==> src/rtl/stp_pkg.sv <==
// rtl/stp_pkg.sv - shared state encoding and width default for the serial_to_parallel block
package stp_pkg;

  localparam int DEFAULT_DATA_W = 8;

  // PAR is only entered when SERIAL_TO_PARALLEL_PARITY_EN is defined
  typedef enum logic [1:0] {
    IDLE  = 2'd0,
    SHIFT = 2'd1,
    PAR   = 2'd2
  } stp_state_t;

endpackage

==> src/rtl/stp_shift_reg.sv <==
// rtl/stp_shift_reg.sv - load-enabled serial shift register with selectable shift direction
module stp_shift_reg
  import stp_pkg::*;
#(
  parameter int WIDTH     = DEFAULT_DATA_W,
  parameter int MSB_FIRST = 1
) (
  input  logic             clk,
  input  logic             rst,
  input  logic             clr,
  input  logic             load_en,
  input  logic             bit_in,
  output logic [WIDTH-1:0] q
);

  logic [WIDTH-1:0] held;
  logic [WIDTH-1:0] shifted;

  // MSB-first streams enter at the LSB and move up; LSB-first streams enter at the MSB and move down
  generate
    if (MSB_FIRST != 0) begin : g_msb_first
      assign shifted = {held[WIDTH-2:0], bit_in};
    end else begin : g_lsb_first
      assign shifted = {bit_in, held[WIDTH-1:1]};
    end
  endgenerate

  // q shows the word including the bit being sampled this cycle, so the final bit can be
  // handed to the output register on the same edge it is captured
  assign q = load_en ? shifted : held;

  // register the shifted word; reset and clear both discard any partial contents
  always_ff @(posedge clk) begin
    if (rst) begin
      held <= '0;
    end else if (clr) begin
      held <= '0;
    end else if (load_en) begin
      held <= shifted;
    end
  end

endmodule

==> src/rtl/serial_to_parallel.sv <==
// rtl/serial_to_parallel.sv - serial bit stream to parallel word assembler; SERIAL_TO_PARALLEL_PARITY_EN adds an even-parity bit
module serial_to_parallel
  import stp_pkg::*;
#(
  parameter int DATA_W    = DEFAULT_DATA_W,
  parameter int MSB_FIRST = 1
) (
  input  logic              clk,
  input  logic              rst,
  input  logic              serial_in,
  input  logic              serial_valid,
  output logic [DATA_W-1:0] parallel_out,
  output logic              out_valid,
  output logic              frame_err,
  output logic              busy
);

  localparam int                CNT_W    = $clog2(DATA_W + 1);
  localparam logic [CNT_W-1:0] LAST_CNT = CNT_W'(DATA_W - 1);

  stp_state_t        state;
  logic [CNT_W-1:0]  bit_cnt;
  logic [DATA_W-1:0] sr_word;
  logic              sr_load;
  logic              sr_clr;

  // data bits are only accepted while collecting a word; a missing strobe mid-word discards it
  assign sr_load = serial_valid && ((state == IDLE) || (state == SHIFT));
  assign sr_clr  = (state != IDLE) && !serial_valid;
  assign busy    = (state != IDLE);

  stp_shift_reg #(
    .WIDTH     (DATA_W),
    .MSB_FIRST (MSB_FIRST)
  ) u_shift_reg (
    .clk     (clk),
    .rst     (rst),
    .clr     (sr_clr),
    .load_en (sr_load),
    .bit_in  (serial_in),
    .q       (sr_word)
  );

  // word framing FSM with bit counter and registered output pulses
  always_ff @(posedge clk) begin
    if (rst) begin
      state        <= IDLE;
      bit_cnt      <= '0;
      parallel_out <= '0;
      out_valid    <= 1'b0;
      frame_err    <= 1'b0;
    end else begin
      out_valid <= 1'b0;
      frame_err <= 1'b0;
      case (state)
        IDLE: begin
          if (serial_valid) begin
            bit_cnt <= CNT_W'(1);
            state   <= SHIFT;
          end
        end
        SHIFT: begin
          if (!serial_valid) begin
            frame_err <= 1'b1;
            bit_cnt   <= '0;
            state     <= IDLE;
          end else if (bit_cnt == LAST_CNT) begin
`ifdef SERIAL_TO_PARALLEL_PARITY_EN
            bit_cnt <= CNT_W'(DATA_W);
            state   <= PAR;
`else
            parallel_out <= sr_word;
            out_valid    <= 1'b1;
            bit_cnt      <= '0;
            state        <= IDLE;
`endif
          end else begin
            bit_cnt <= bit_cnt + CNT_W'(1);
          end
        end
`ifdef SERIAL_TO_PARALLEL_PARITY_EN
        PAR: begin
          bit_cnt <= '0;
          state   <= IDLE;
          // even parity: data bits plus parity bit must hold an even number of ones
          if (!serial_valid || (^{sr_word, serial_in})) begin
            frame_err <= 1'b1;
          end else begin
            parallel_out <= sr_word;
            out_valid    <= 1'b1;
          end
        end
`endif
        default: begin
          bit_cnt <= '0;
          state   <= IDLE;
        end
      endcase
    end
  end

endmodule

==> config.mk <==
export PLATFORM = sky130hd
export DESIGN_NAME = serial_to_parallel
export DESIGN_NICKNAME = d
export VERILOG_FILES = /design/src/rtl/stp_pkg.sv /design/src/rtl/stp_shift_reg.sv /design/src/rtl/serial_to_parallel.sv
export SDC_FILE = /design/constraint.sdc
export NUM_CORES = 1
export LEC_CHECK = 0
export CAP_MARGIN = 10
export CORE_AREA = 4 4 46 48
export CTS_CLUSTER_SIZE = 24
export DETAILED_ROUTE_END_ITERATION = 10
export DIE_AREA = 0 0 50 52
export HOLD_SLACK_MARGIN = 0.05
export PLACE_DENSITY = 0.78
export SLEW_MARGIN = 10
export SYNTH_ARGS = -nofsm -noshare
export SYNTH_HDL_FRONTEND = slang
export SYNTH_SLANG_ARGS = --single-unit
export TNS_END_PERCENT = 50
==> constraint.sdc <==
create_clock -name clk -period 2.2 [get_ports clk]
set_clock_uncertainty 0.05 [all_clocks]
set_input_delay 0.44 -clock clk [delete_from_list [all_inputs] [get_ports clk]]
set_output_delay 0.44 -clock clk [all_outputs]
set_load 0.05 [all_outputs]
# [Word level (Yosys, flattened, before mapping)]
# Index checks and enable logic that the tools add are counted.
[word_totals] regBits=24 out_inout_bits=11
[classes] addsub=1 n_eq_ne=4 muxes=11 bitwise_logic=2 reduce_logical=11
[ops] cell="4-bit 2-to-1 mux" count=3
[ops] cell="8-bit 2-to-1 mux" count=1
[ops] cell="4-bit case mux with 2 select lines" count=1
[ops] cell="2-bit 2-to-1 mux" count=3
[ops] cell="4-bit by 1-bit adder with 4-bit output (second input constant)" count=1
[ops] cell="4-bit by 3-bit equality test with 1-bit output (second input constant)" count=1
[ops] cell="2-bit case mux with 2 select lines" count=1
[ops] cell="2-bit OR reduction" count=2
[ops] cell="3-bit by 2-bit inequality test with 1-bit output (second input constant)" count=1
[ops] cell="3-bit AND reduction" count=1
[ops] cell="3-bit OR reduction" count=1
[ops] cell="2-bit by 1-bit equality test with 1-bit output (second input constant)" count=1
[ops] cell="1-bit logical AND" count=2
[ops] cell="2-bit logical NOT" count=1
[ops] cell="1-bit 2-to-1 mux" count=2
[ops] cell="2-bit inequality test (second input constant)" count=1
[ops] cell="1-bit NOT" count=2
[ops] cell="2-bit AND reduction" count=1
[ops] cell="2-bit nonzero test" count=1
[ops] cell="1-bit logical NOT" count=1
[ops] cell="1-bit logical OR" count=1

# [Depth between registers and ports, before layout]
[logic_depth] ltp_word=4 ltp_mapped=5 depth_no_buf=4

# [Cells and area by module]
# From an unflattened synthesis, not the netlist that was laid out.
[unflattened] cells_unflattened=95 hier_area_um2=1012.2
[by_module_without_submodules] module="serial_to_parallel" n_inst=1 cells_each=68 area_per_inst_um2=651.9 seq_area_each_um2=300.3
[by_module_without_submodules] module="stp_shift_reg" n_inst=1 cells_each=27 area_per_inst_um2=360.3 seq_area_each_um2=160.2

# [Least setup slack after synthesis]
# Ideal clock, no wire load.
[synth_path] kind="reg-to-reg" start="register state[0]" end="register bit_cnt[3]" setup_ps=74 t_arrival_ps=1357 required_time_ps=2076 slack_ps=719 stages_incl_launch_ff=4 n_path_buf=0 period_less_slack_ps=1481 cell_sequence="dfxtp_1 -> nand2_1 -> or4_1 -> a31oi_1"
[synth_between] elab_chain_cells=2
[synth_rtl] element="start, declared" line_no="serial_to_parallel.sv:21" rtl="stp_state_t state;"
[synth_rtl] element="start signal, assigned" line_no="serial_to_parallel.sv:47" rtl="state <= IDLE;"
[synth_rtl] element="start signal, assigned" line_no="serial_to_parallel.sv:59" rtl="state <= SHIFT;"
[synth_rtl] element="start signal, assigned" line_no="serial_to_parallel.sv:66" rtl="state <= IDLE;"
[synth_rtl] element="2-bit by 1-bit equality test with 1-bit output / 2-bit logical NOT (equally long branches)" line_no="serial_to_parallel.sv:55" rtl="case (state)"
[synth_rtl] element="4-bit case mux with 2 select lines / 2-bit inequality test (equally long branches)"
[synth_rtl] element="end signal, assigned" line_no="serial_to_parallel.sv:78" rtl="bit_cnt <= bit_cnt + CNT_W'(1);"
[synth_rtl] element="end, declared" line_no="serial_to_parallel.sv:22" rtl="logic [CNT_W-1:0] bit_cnt;"
# Parallel ways exist; a longest one is shown, timed or not.
# A chain may end at the register's enable or synchronous reset.

# [Worst setup path after layout]
[layout_path] start="register parallel_out[2]" end="output port parallel_out[2]"
[layout_lines] element="start, declared" line_no="serial_to_parallel.sv:12" rtl="output logic [DATA_W-1:0] parallel_out,"
[layout_lines] element="start signal, assigned" line_no="serial_to_parallel.sv:72" rtl="parallel_out <= sr_word;"
# No word-level cell between the ends.

==> qor.csv <==
metric;value;unit
CTS clk-pin slew, worst paths;0.11;ns
hold wc startpoint;parallel_out[2]$_SDFFE_PP0P_;
total iterations of the first detailed-routing run;4;
initial core utilization;52.1;%
relative slew slack;66.8;%
Hold Slack;0.429;ns
fill cell count;151;
Final Setup Violations;0;
GR Overflow Total;0;
Min-Delay Path Class;reg2reg;
outcome;completed;
Post-route DRC;0;
clock root buffer;clkbuf_4;
delay of the slowest critical-path stage;0.80;ns
PwrDens;613;nW/µm²
met2 global-route usage;23.5;%
IO Count;15;
cts bufs inserted;3;
synthesized instance count;93;
Syn-to-layout area delta;22.1;%
# resized after CTS;0;
antenna violations before repair;0;
buffers inserted by post-CTS timing repair;0;
Hold Vio Cnt, Final;0;
RSZ-0062 raised after global routing;false;
Synth Register Bits;22;
Antenna Nets Post-Route;0;
GRT busiest layer;met2;
Via Count;647;
All-Layer GR Usage;13.8;%
f_max;517;MHz
First DRT Iteration DRCs;14;
Final Max Slew Viols;0;
FF-to-FF End;bit_cnt[3]$_SDFFE_PP0P_;
critical path's top delay family;buffers and inverters;
ANT cells;0;
CP bufs+invs;1;
total power;0.666;mW
Core Footprint;1710;µm²
FF-to-FF Start;bit_cnt[0]$_SDFFE_PP0P_;
reg2reg setup slack;0.70;ns
register area share after synthesis;49.5;%
Clock Sinks;22;
Final #Nets;113;
CTS tree;yes;
Max VDD drop;0.324;mV
worst path required time;1.71;ns
Period minus WS final;1.93;ns
Pleak;0.368;nW
grt met3 use;2.58;%
Worst Path Arrival;1.44;ns
Max FO, Critical Path;2;
vias in the first global route;650;
Worst-Skew Late Latency;0.30;ns
Yosys cell types;23;
Via-to-Cell Ratio;4.90;
Synth warnings;0;
Post-Syn Area;890;µm²
final WL;1.49;mm
Worst Max-Slew Pin Slew;0.496;ns
critical-path cell list;clkdlybuf4s50_1;
CP max stage cell;clkdlybuf4s50_1;
Avg WL per Cell;11.3;µm
Die Area;2600;µm²
Hold Crit Depth;2;
H-tree Lvls;1;
cts hold-fix bufs;0;
first-pass GRT wire length;2.76;mm
Critical Path Start Type;register;
hold path endpoint;parallel_out[2]$_SDFFE_PP0P_;
Mapped Avg Cell Area;9.57;µm²
clk buf depth;2;
max_cap viols;0;
share of cells above drive strength 1;8.41;%
largest net degree at the start of global routing;31;
chip height;52;µm
Setup Total Neg Slack;0;ns
Buffers on Ports;14;
Die Width;50;µm
Final Cycle Share;87.9;%
Final Wtd Congestion;0.799;
Worst Reg2Reg Path Length in Cells;4;
HPWL Detailed;1.04;mm
M1 GR Usage;16.7;%
Synth Net Count;98;
cell row count;15;
Crit Path Category;reg2out;
element type at the critical path end;output port;
## worst max-delay path by stage
| stage | start | to | slack (ns) | depth (start not counted) |
|---|---|---|---|---|
| after CTS | parallel_out[2]$_SDFFE_PP0P_ | parallel_out[2] | 0.24 | 1 |
| after global routing | parallel_out[3]$_SDFFE_PP0P_ | parallel_out[3] | 0.20 | 1 |
| final | parallel_out[2]$_SDFFE_PP0P_ | parallel_out[2] | 0.27 | 1 |
| after detailed placement | serial_valid | bit_cnt[3]$_SDFFE_PP0P_ | 0.44 | 4 |
| after floorplan | state[0]$_SDFFE_PP0P_ | bit_cnt[3]$_SDFFE_PP0P_ | 0.72 | 3 |
| after global placement | serial_valid | bit_cnt[3]$_SDFFE_PP0P_ | 0.47 | 4 |
## cell usage in the layout (no fill, tap or decap)
cell and n:
nor2_1 8, buf_4 4, clkbuf_8 1, o21ai_0 1, and3b_1 2, nand2_1 3, nor3_1 1, nand2b_1 17
nor2_2 1, nor2b_1 2, a21oi_1 5, nor3b_1 3, nand3_1 2, a22oi_1 5, dfxtp_1 22, o21a_1 1
clkdlybuf4s50_1 13, mux2i_1 8, nand4_1 1, clkbuf_4 3, or4_1 1, a31oi_1 1, nand4b_1 1, ha_1 1
## routing by layer
metal  vias to the layer above  wire, µm
li1                        345         -
met4                         0        12
met1                       287       709
met2                        13       711
met3                         2        56
met5                         -         0
## state kept, by name, indices dropped and copies added, names as in the netlist
register	cells
bit_cnt	4
frame_err	1
parallel_out	8
out_valid	1
state	1
u_shift_reg.held	7
## Yosys cell counts
master / n / area, µm²
and3b_1: 2 / 17.5
mux2i_1: 8 / 80.1
a21oi_1: 5 / 25.0
buf_4: 1 / 7.51
nand4b_1: 1 / 8.76
a31oi_1: 1 / 6.26
o21a_1: 1 / 7.51
a22oi_1: 5 / 37.5
nor3_1: 1 / 5.00
dfxtp_1: 22 / 440
ha_1: 1 / 12.5
o21ai_0: 1 / 5.00
or4_1: 1 / 7.51
nor2b_1: 2 / 12.5
nand2_1: 3 / 11.3
nand3_1: 2 / 10.0
nor3b_1: 3 / 22.5
nand2b_1: 17 / 106
nor2_1: 8 / 30.0
buf_2: 1 / 5.00
nand4_1: 1 / 6.26
clkbuf_1: 5 / 18.8
nor2_2: 1 / 6.26
## cell families (layout without fill, tap and decap cells)
logic type | count (synthesis) | count (layout) | synth area share [%]
and+or+nand+nor | 42 | 42 | 27.4
adders and majority gates | 1 | 1 | 1.41
muxes | 8 | 8 | 9.00
AOI/OAI and AO/OA | 13 | 13 | 9.14
buffers and inverters | 7 | 21 | 3.52
DFF | 22 | 22 | 49.5
## per-stage QoR
stage               util [%]  instances  setup WS, ns  cell area (µm²)
floorplan                  -         93         0.719              890
global placement        61.5        128         0.471             1050
detailed placement      61.5        128         0.439             1050
CTS                     63.6        132         0.243             1090
global route            63.6        132         0.204             1090
finish                  63.6        132         0.266             1090
## report_power, final
part           switching (mW)  internal (mW)
sequential            0.00617          0.403
combinational          0.0240         0.0196
clock                   0.112          0.101
## final cells by class
cell class,instances,area (µm²),share of cell area (%)
Timing Repair Buffer,17,160,14.7
Tap cell,25,31.3,2.88
Clock buffer,4,36.3,3.34
Multi-Input combinational cell,64,418,38.5
Sequential cell,22,440,40.6
Power figures use the tool's default switching activity.
